File: src/rtl/s420_scan_ctrl_if.sv
// Signal bundle between the s420 scan sequencer and its controller/datapath.
// Master drives the scan request and Z; slave (the sequencer) drives mask, P_0 and results.
interface s420_scan_ctrl_if #(
    parameter int CYC_W = 16,
    parameter int HIT_W = 16
);
    logic             start;
    logic             abort;
    logic [CYC_W-1:0] run_len;
    logic [16:0]      cmask_in;
    logic             z_in;
    logic [16:0]      cmask_out;
    logic             p0_out;
    logic             busy;
    logic             done;
    logic             aborted;
    logic [HIT_W-1:0] hit_count;
    logic             first_hit_valid;
    logic [CYC_W-1:0] first_hit_idx;

    modport master (
        output start, abort, run_len, cmask_in, z_in,
        input  cmask_out, p0_out, busy, done, aborted,
        input  hit_count, first_hit_valid, first_hit_idx
    );

    modport slave (
        input  start, abort, run_len, cmask_in, z_in,
        output cmask_out, p0_out, busy, done, aborted,
        output hit_count, first_hit_valid, first_hit_idx
    );
endinterface

File: src/rtl/s420_scan_ctrl.sv
// Scan sequencer for the s420 counter/decode datapath: loads the C mask, enables P_0
// for a programmed number of cycles, and collects Z hit statistics.
//
// state | meaning
// IDLE  | waiting for start; results and mask hold
// SETUP | one cycle, mask applied, P_0 still low
// RUN   | P_0 high, Z sampled each cycle (len_r cycles)
// DRAIN | P_0 low, final Z sample after the last count step
// FIN   | done pulse, then back to IDLE
module s420_scan_ctrl #(
    parameter int CYC_W = 16,
    parameter int HIT_W = 16
) (
    input  logic                blif_clk_net,
    input  logic                blif_reset_net,
    s420_scan_ctrl_if.slave     bus
);
    typedef enum logic [2:0] {IDLE, SETUP, RUN, DRAIN, FIN} state_t;

    state_t           state_q;
    state_t           state_d;
    logic             accept;
    logic             sample;
    logic             abort_now;

    logic [CYC_W-1:0] len_r;
    logic [CYC_W-1:0] run_cnt;
    logic [CYC_W-1:0] idx;
    logic [16:0]      cmask_r;
    logic             p0_r;
    logic             busy_r;
    logic             done_r;
    logic             aborted_r;
    logic [HIT_W-1:0] hit_r;
    logic             fhv_r;
    logic [CYC_W-1:0] fhi_r;

    always_comb begin
        state_d   = state_q;
        accept    = 1'b0;
        sample    = 1'b0;
        abort_now = 1'b0;
        case (state_q)
            IDLE: begin
                if (bus.start) begin
                    accept  = 1'b1;
                    state_d = SETUP;
                end
            end
            SETUP: begin
                if (bus.abort) begin
                    abort_now = 1'b1;
                    state_d   = IDLE;
                end else begin
                    state_d = (len_r != '0) ? RUN : DRAIN;
                end
            end
            RUN: begin
                sample = 1'b1;
                if (bus.abort) begin
                    abort_now = 1'b1;
                    state_d   = IDLE;
                end else if (run_cnt == CYC_W'(1)) begin
                    state_d = DRAIN;
                end
            end
            DRAIN: begin
                sample = 1'b1;
                if (bus.abort) begin
                    abort_now = 1'b1;
                    state_d   = IDLE;
                end else begin
                    state_d = FIN;
                end
            end
            FIN:     state_d = IDLE;
            default: state_d = IDLE;
        endcase
    end

    always_ff @(posedge blif_clk_net or negedge blif_reset_net) begin
        if (!blif_reset_net) begin
            state_q <= IDLE;
            p0_r    <= 1'b0;
            busy_r  <= 1'b0;
            done_r  <= 1'b0;
        end else begin
            state_q <= state_d;
            p0_r    <= (state_d == RUN);
            busy_r  <= (state_d == SETUP) || (state_d == RUN) || (state_d == DRAIN);
            done_r  <= (state_d == FIN);
        end
    end

    // run_cnt is loaded in SETUP and counts down through RUN; terminal count is 1
    always_ff @(posedge blif_clk_net or negedge blif_reset_net) begin
        if (!blif_reset_net) begin
            len_r     <= '0;
            run_cnt   <= '0;
            idx       <= '0;
            cmask_r   <= '0;
            aborted_r <= 1'b0;
            hit_r     <= '0;
            fhv_r     <= 1'b0;
            fhi_r     <= '0;
        end else begin
            if (accept) begin
                len_r     <= bus.run_len;
                cmask_r   <= bus.cmask_in;
                aborted_r <= 1'b0;
                hit_r     <= '0;
                fhv_r     <= 1'b0;
                fhi_r     <= '0;
                idx       <= '0;
            end
            if (state_q == SETUP) begin
                run_cnt <= len_r;
            end else if (state_q == RUN) begin
                run_cnt <= run_cnt - CYC_W'(1);
                idx     <= idx + CYC_W'(1);
            end
            if (sample && bus.z_in) begin
                if (hit_r != {HIT_W{1'b1}}) begin
                    hit_r <= hit_r + HIT_W'(1);
                end
                if (!fhv_r) begin
                    fhv_r <= 1'b1;
                    fhi_r <= idx;
                end
            end
            if (abort_now) begin
                aborted_r <= 1'b1;
            end
        end
    end

    assign bus.cmask_out       = cmask_r;
    assign bus.p0_out          = p0_r;
    assign bus.busy            = busy_r;
    assign bus.done            = done_r;
    assign bus.aborted         = aborted_r;
    assign bus.hit_count       = hit_r;
    assign bus.first_hit_valid = fhv_r;
    assign bus.first_hit_idx   = fhi_r;
endmodule

File: src/flat_wrapper.sv
// flat-port wrapper written by rule: the top's interface ports become plain ports
module s420_scan_ctrl_flat 
#(
    parameter int CYC_W = 16,
    parameter int HIT_W = 16
)
  (blif_clk_net, blif_reset_net, bus_start, bus_abort, bus_run_len, bus_cmask_in, bus_z_in, bus_cmask_out, bus_p0_out, bus_busy, bus_done, bus_aborted, bus_hit_count, bus_first_hit_valid, bus_first_hit_idx);
  s420_scan_ctrl_if #(.CYC_W(CYC_W), .HIT_W(HIT_W)) bus_i ();
  input  logic blif_clk_net;
  input  logic blif_reset_net;
  input wire logic [$bits(bus_i.start)-1:0] bus_start;
  input wire logic [$bits(bus_i.abort)-1:0] bus_abort;
  input wire logic [$bits(bus_i.run_len)-1:0] bus_run_len;
  input wire logic [$bits(bus_i.cmask_in)-1:0] bus_cmask_in;
  input wire logic [$bits(bus_i.z_in)-1:0] bus_z_in;
  output wire logic [$bits(bus_i.cmask_out)-1:0] bus_cmask_out;
  output wire logic [$bits(bus_i.p0_out)-1:0] bus_p0_out;
  output wire logic [$bits(bus_i.busy)-1:0] bus_busy;
  output wire logic [$bits(bus_i.done)-1:0] bus_done;
  output wire logic [$bits(bus_i.aborted)-1:0] bus_aborted;
  output wire logic [$bits(bus_i.hit_count)-1:0] bus_hit_count;
  output wire logic [$bits(bus_i.first_hit_valid)-1:0] bus_first_hit_valid;
  output wire logic [$bits(bus_i.first_hit_idx)-1:0] bus_first_hit_idx;
  assign bus_i.start = bus_start;
  assign bus_i.abort = bus_abort;
  assign bus_i.run_len = bus_run_len;
  assign bus_i.cmask_in = bus_cmask_in;
  assign bus_i.z_in = bus_z_in;
  assign bus_cmask_out = bus_i.cmask_out;
  assign bus_p0_out = bus_i.p0_out;
  assign bus_busy = bus_i.busy;
  assign bus_done = bus_i.done;
  assign bus_aborted = bus_i.aborted;
  assign bus_hit_count = bus_i.hit_count;
  assign bus_first_hit_valid = bus_i.first_hit_valid;
  assign bus_first_hit_idx = bus_i.first_hit_idx;
  s420_scan_ctrl #(.CYC_W(CYC_W), .HIT_W(HIT_W)) u_core (.blif_clk_net(blif_clk_net), .blif_reset_net(blif_reset_net), .bus(bus_i));
endmodule
File: config.mk
export PLATFORM = sky130hd
export DESIGN_NAME = s420_scan_ctrl_flat
export DESIGN_NICKNAME = d
export VERILOG_FILES = /design/src/rtl/s420_scan_ctrl_if.sv /design/src/rtl/s420_scan_ctrl.sv /design/src/flat_wrapper.sv
export SDC_FILE = /design/constraint.sdc
export NUM_CORES = 1
export LEC_CHECK = 0
export CELL_PAD_IN_SITES_DETAIL_PLACEMENT = 0
export CELL_PAD_IN_SITES_GLOBAL_PLACEMENT = 1
export CORE_ASPECT_RATIO = 1.1
export CORE_MARGIN = 3
export CORE_UTILIZATION = 40
export DETAILED_ROUTE_END_ITERATION = 7
export GPL_ROUTABILITY_DRIVEN = 1
export PLACE_DENSITY = 0.86
export SYNTH_ARGS = -nofsm -noshare
export SYNTH_HDL_FRONTEND = slang
export SYNTH_SLANG_ARGS = --single-unit
File: constraint.sdc
create_clock -name blif_clk_net -period 2.35 [get_ports blif_clk_net]
set_input_delay 0.5875 -clock blif_clk_net [delete_from_list [all_inputs] [get_ports blif_clk_net]]
set_output_delay 0.5875 -clock blif_clk_net [all_outputs]
set_load 0.005 [all_outputs]
==> metrics.txt <==
status=complete, no violations; Vias per Instance=about 5.4; final antenna-violating net count=0; final routed DRC violation total=0; Sink Count=between 100 and 150; area post-placement=6160 um^2; leakage power=2.87 nW; CP arrival=approximately 2.3 ns; FMAX=479 MHz; Setup-failing EPs final=0; Yosys top cell area share=53.0%; vias in the first global route=4163; Critical-path top delay cell=dfrtp_1; CORE AREA=12100 um^2; slew of the pin with the lowest slew margin=0.571 ns; commonest non-fill, non-tap cells in the layout=162 x nand2_1, 105 x dfrtp_1, 90 x clkdlybuf4s50_1; final period utilization=88.8%; placed cell count=between 700 and 800; Max stage delay on crit path=0.43 ns; Slew Limit Fails=0; reg2reg setup slack=0.26 ns; Syn Nets=566; Max-slew headroom=about three fifths; drt first pass iters=5; DR vias=4263; H-tree depth=3; Seq/Total Area, Yosys=53.0%; clock slew at the register clock pins of the worst setup and hold paths=0.07 ns; crit path max fanout=7; final instance area=between 6000 and 7000 um^2; I/O Pins=92; final worst slack=between 0.2 and 0.3 ns; Synthesis Warnings=0; Post-CTS Setup Bufs=0; wire per inst=15.5 um; buffer depth of the longest clock path=2; Startpoint Class=register; clk_lat worst skew=0.35 ns; commonest non-fill, non-tap cell in the layout=nand2_1; # resized after CTS=0; cell depth of the worst setup path=5; CTS tree=built; worst endpoint required time=about 2.6 ns; CP endpoint kind=register; Inserted Clock Buffers=9; CTS hold repair buffers=0; Filler cells=1131; GRT overflow=0; number of synthesized register bits=105; dpl hpwl=8.59 mm; ranking of synthesized cells by area=dfrtp_1 53%, nand2_1 12%, o21ai_0 3.3%; drt total wl=between 10 and 15 mm; DIE WIDTH=between 100 and 150 um; crit path cell chain=ha_1 -> nand4_2 -> or2_1 -> or3_1 -> o311ai_1; max_cap viols=0; RR Startpoint=u_core.bus.hit_count[0]; Non-Filler Instances=between 700 and 800; Hold WS=~0.074 ns; Row Count=between 40 and 50; Unique masters post-synth=57; Initial Util=between 40% and 50%; mapped cell area=4950 um^2; Placer Congestion=slightly below 0.9; RSZ-0062 raised after global routing=false; final hold violations=0; number of synthesized flops with an enable pin=0; antenna violations before repair=0; Power Density=between 800 and 900 nW/um^2; worst setup path class=reg -> reg; post-route minimum period=2.09 ns; Port Buffers=91; die area=about 14000 um^2; Syn Inst Count=524; Reg-to-Reg End=u_core.bus.hit_count[14]; r2r worst-path depth=5; Min-Delay Path Class=in -> async; largest net degree at the start of global routing=67; antenna cells=0; Synth area leader=dfrtp_1; GRT Util Overall=a little under a fifth; clock skew=around 0.0053 ns; ys async rst share=100%; Setup crit start=u_core.bus.hit_count[0]; Root Driver=clkbuf_16; dpl ws=0.133 ns; TNS Setup=0 ns; crit path capture=u_core.bus.hit_count[14]; syn_area_per_cell=9.46 um^2; synthesis-to-layout area growth=30.4%; Main synth FF type=dfrtp_1; nets@finish=666; Bufs and invs on worst path=0; first-pass GRT wire length=20.5 mm; Die H=123 um; layout cell share with drive strength beyond 1=7.95%; critical path's top delay family=simple AND/OR/NAND/NOR gates; Detailed Route Iter0 Violations=~320; Peak VDD IR=0.000381 V
## registers in the layout, indices dropped and copies added, names as in the netlist
name / count
u_core.bus.hit_count: 16
u_core.run_cnt: 16
u_core.bus.busy: 1
u_core.bus.first_hit_idx: 16
u_core.bus.cmask_out: 17
u_core.idx: 16
u_core.bus.aborted: 1
u_core.bus.first_hit_valid: 1
u_core.state_q: 3
u_core.len_r: 16
u_core.bus.p0_out: 1
u_core.bus.done: 1
## stage by stage
step	power, mW	utilization (%)
after detailed placement	3.88	51.0
after global placement	3.84	51.0
after global routing	5.72	53.4
after CTS	5.41	53.4
final	5.37	53.4
after floorplan	3.19	-
## power by group
group          internal (mW)  switching [mW]
clock                  0.852           0.658
combinational          0.682           0.677
sequential              2.14           0.367
## cells in the mapped netlist (all sizes together), types with 2 or more instances
| master | number |
|---|---|
| a21o | 3 |
| clkbuf | 12 |
| a221o | 7 |
| or4 | 3 |
| xnor2 | 3 |
| or3 | 9 |
| and3b | 2 |
| a31oi | 2 |
| mux2i | 9 |
| nor4bb | 2 |
| nor4 | 10 |
| and3 | 5 |
| ha | 4 |
| o211ai | 4 |
| a21oi | 8 |
| nand4b | 4 |
| or2 | 2 |
| o21ai | 33 |
| nor3 | 7 |
| nor3b | 5 |
| a22oi | 3 |
| buf | 12 |
| nand3 | 18 |
| nand4 | 11 |
| nand3b | 3 |
| o311ai | 9 |
| inv | 7 |
| or3b | 3 |
| xor2 | 8 |
| dfrtp | 105 |
| nor2b | 2 |
| nand2b | 3 |
| o41ai | 5 |
| nor2 | 23 |
| a41o | 2 |
| nand2 | 162 |
## worst min-delay path by stage
stage                              start                     endpoint  slack (ns)  cells after the start
after detailed placement  blif_reset_net  u_core.bus.first_hit_idx[2]        0.44                      1
after global routing      blif_reset_net  u_core.bus.first_hit_idx[8]        0.07                      1
after floorplan           blif_reset_net           u_core.bus.aborted        0.29                      0
final                     blif_reset_net  u_core.bus.first_hit_idx[7]        0.07                      1
after global placement    blif_reset_net  u_core.bus.first_hit_idx[2]        0.44                      1
after CTS                 blif_reset_net  u_core.bus.first_hit_idx[7]        0.07                      1
## kinds of logic (layout without fill, tap and decap cells)
logic type      Yosys count  in the layout  share of synthesized area [%]
mux                       9              9                           1.82
xor+xnor                 11             11                           1.94
compound gates           85             85                           12.1
flops                   105            105                           53.0
buf+inv                  31            136                           2.65
fa+ha+maj                 4              4                           1.01
simple gates            279            279                           27.4
## routing by layer
metal / up-vias / global-route usage [%] / part of all wire, %
li1: 2052 / - / -
met1: 2044 / 25.0 / 45
met4: 0 / 7.06 / 1.9
met3: 21 / 3.01 / 5.7
met2: 146 / 28.8 / 47
met5: - / 0 / 0
## final cells by class
type | count | area, um^2 | share of cell area [%]
repair buffers | 113 | 1110 | 17.2
inverters | 7 | 26.3 | 0.407
multi-input cells | 388 | 2200 | 34.1
clock buffers | 11 | 243 | 3.76
flip-flops and latches | 105 | 2630 | 40.7
well taps | 154 | 193 | 2.98
clock inverters | 5 | 55.1 | 0.852
## worst register-to-register path: stages (launching register included)
cell and delay, ns:
dfrtp_1 0.43, ha_1 0.29, nand4_2 0.26, or2_1 0.37, or3_1 0.39, o311ai_1 0.24
No activity file was read; power rests on OpenSTA's default activity.
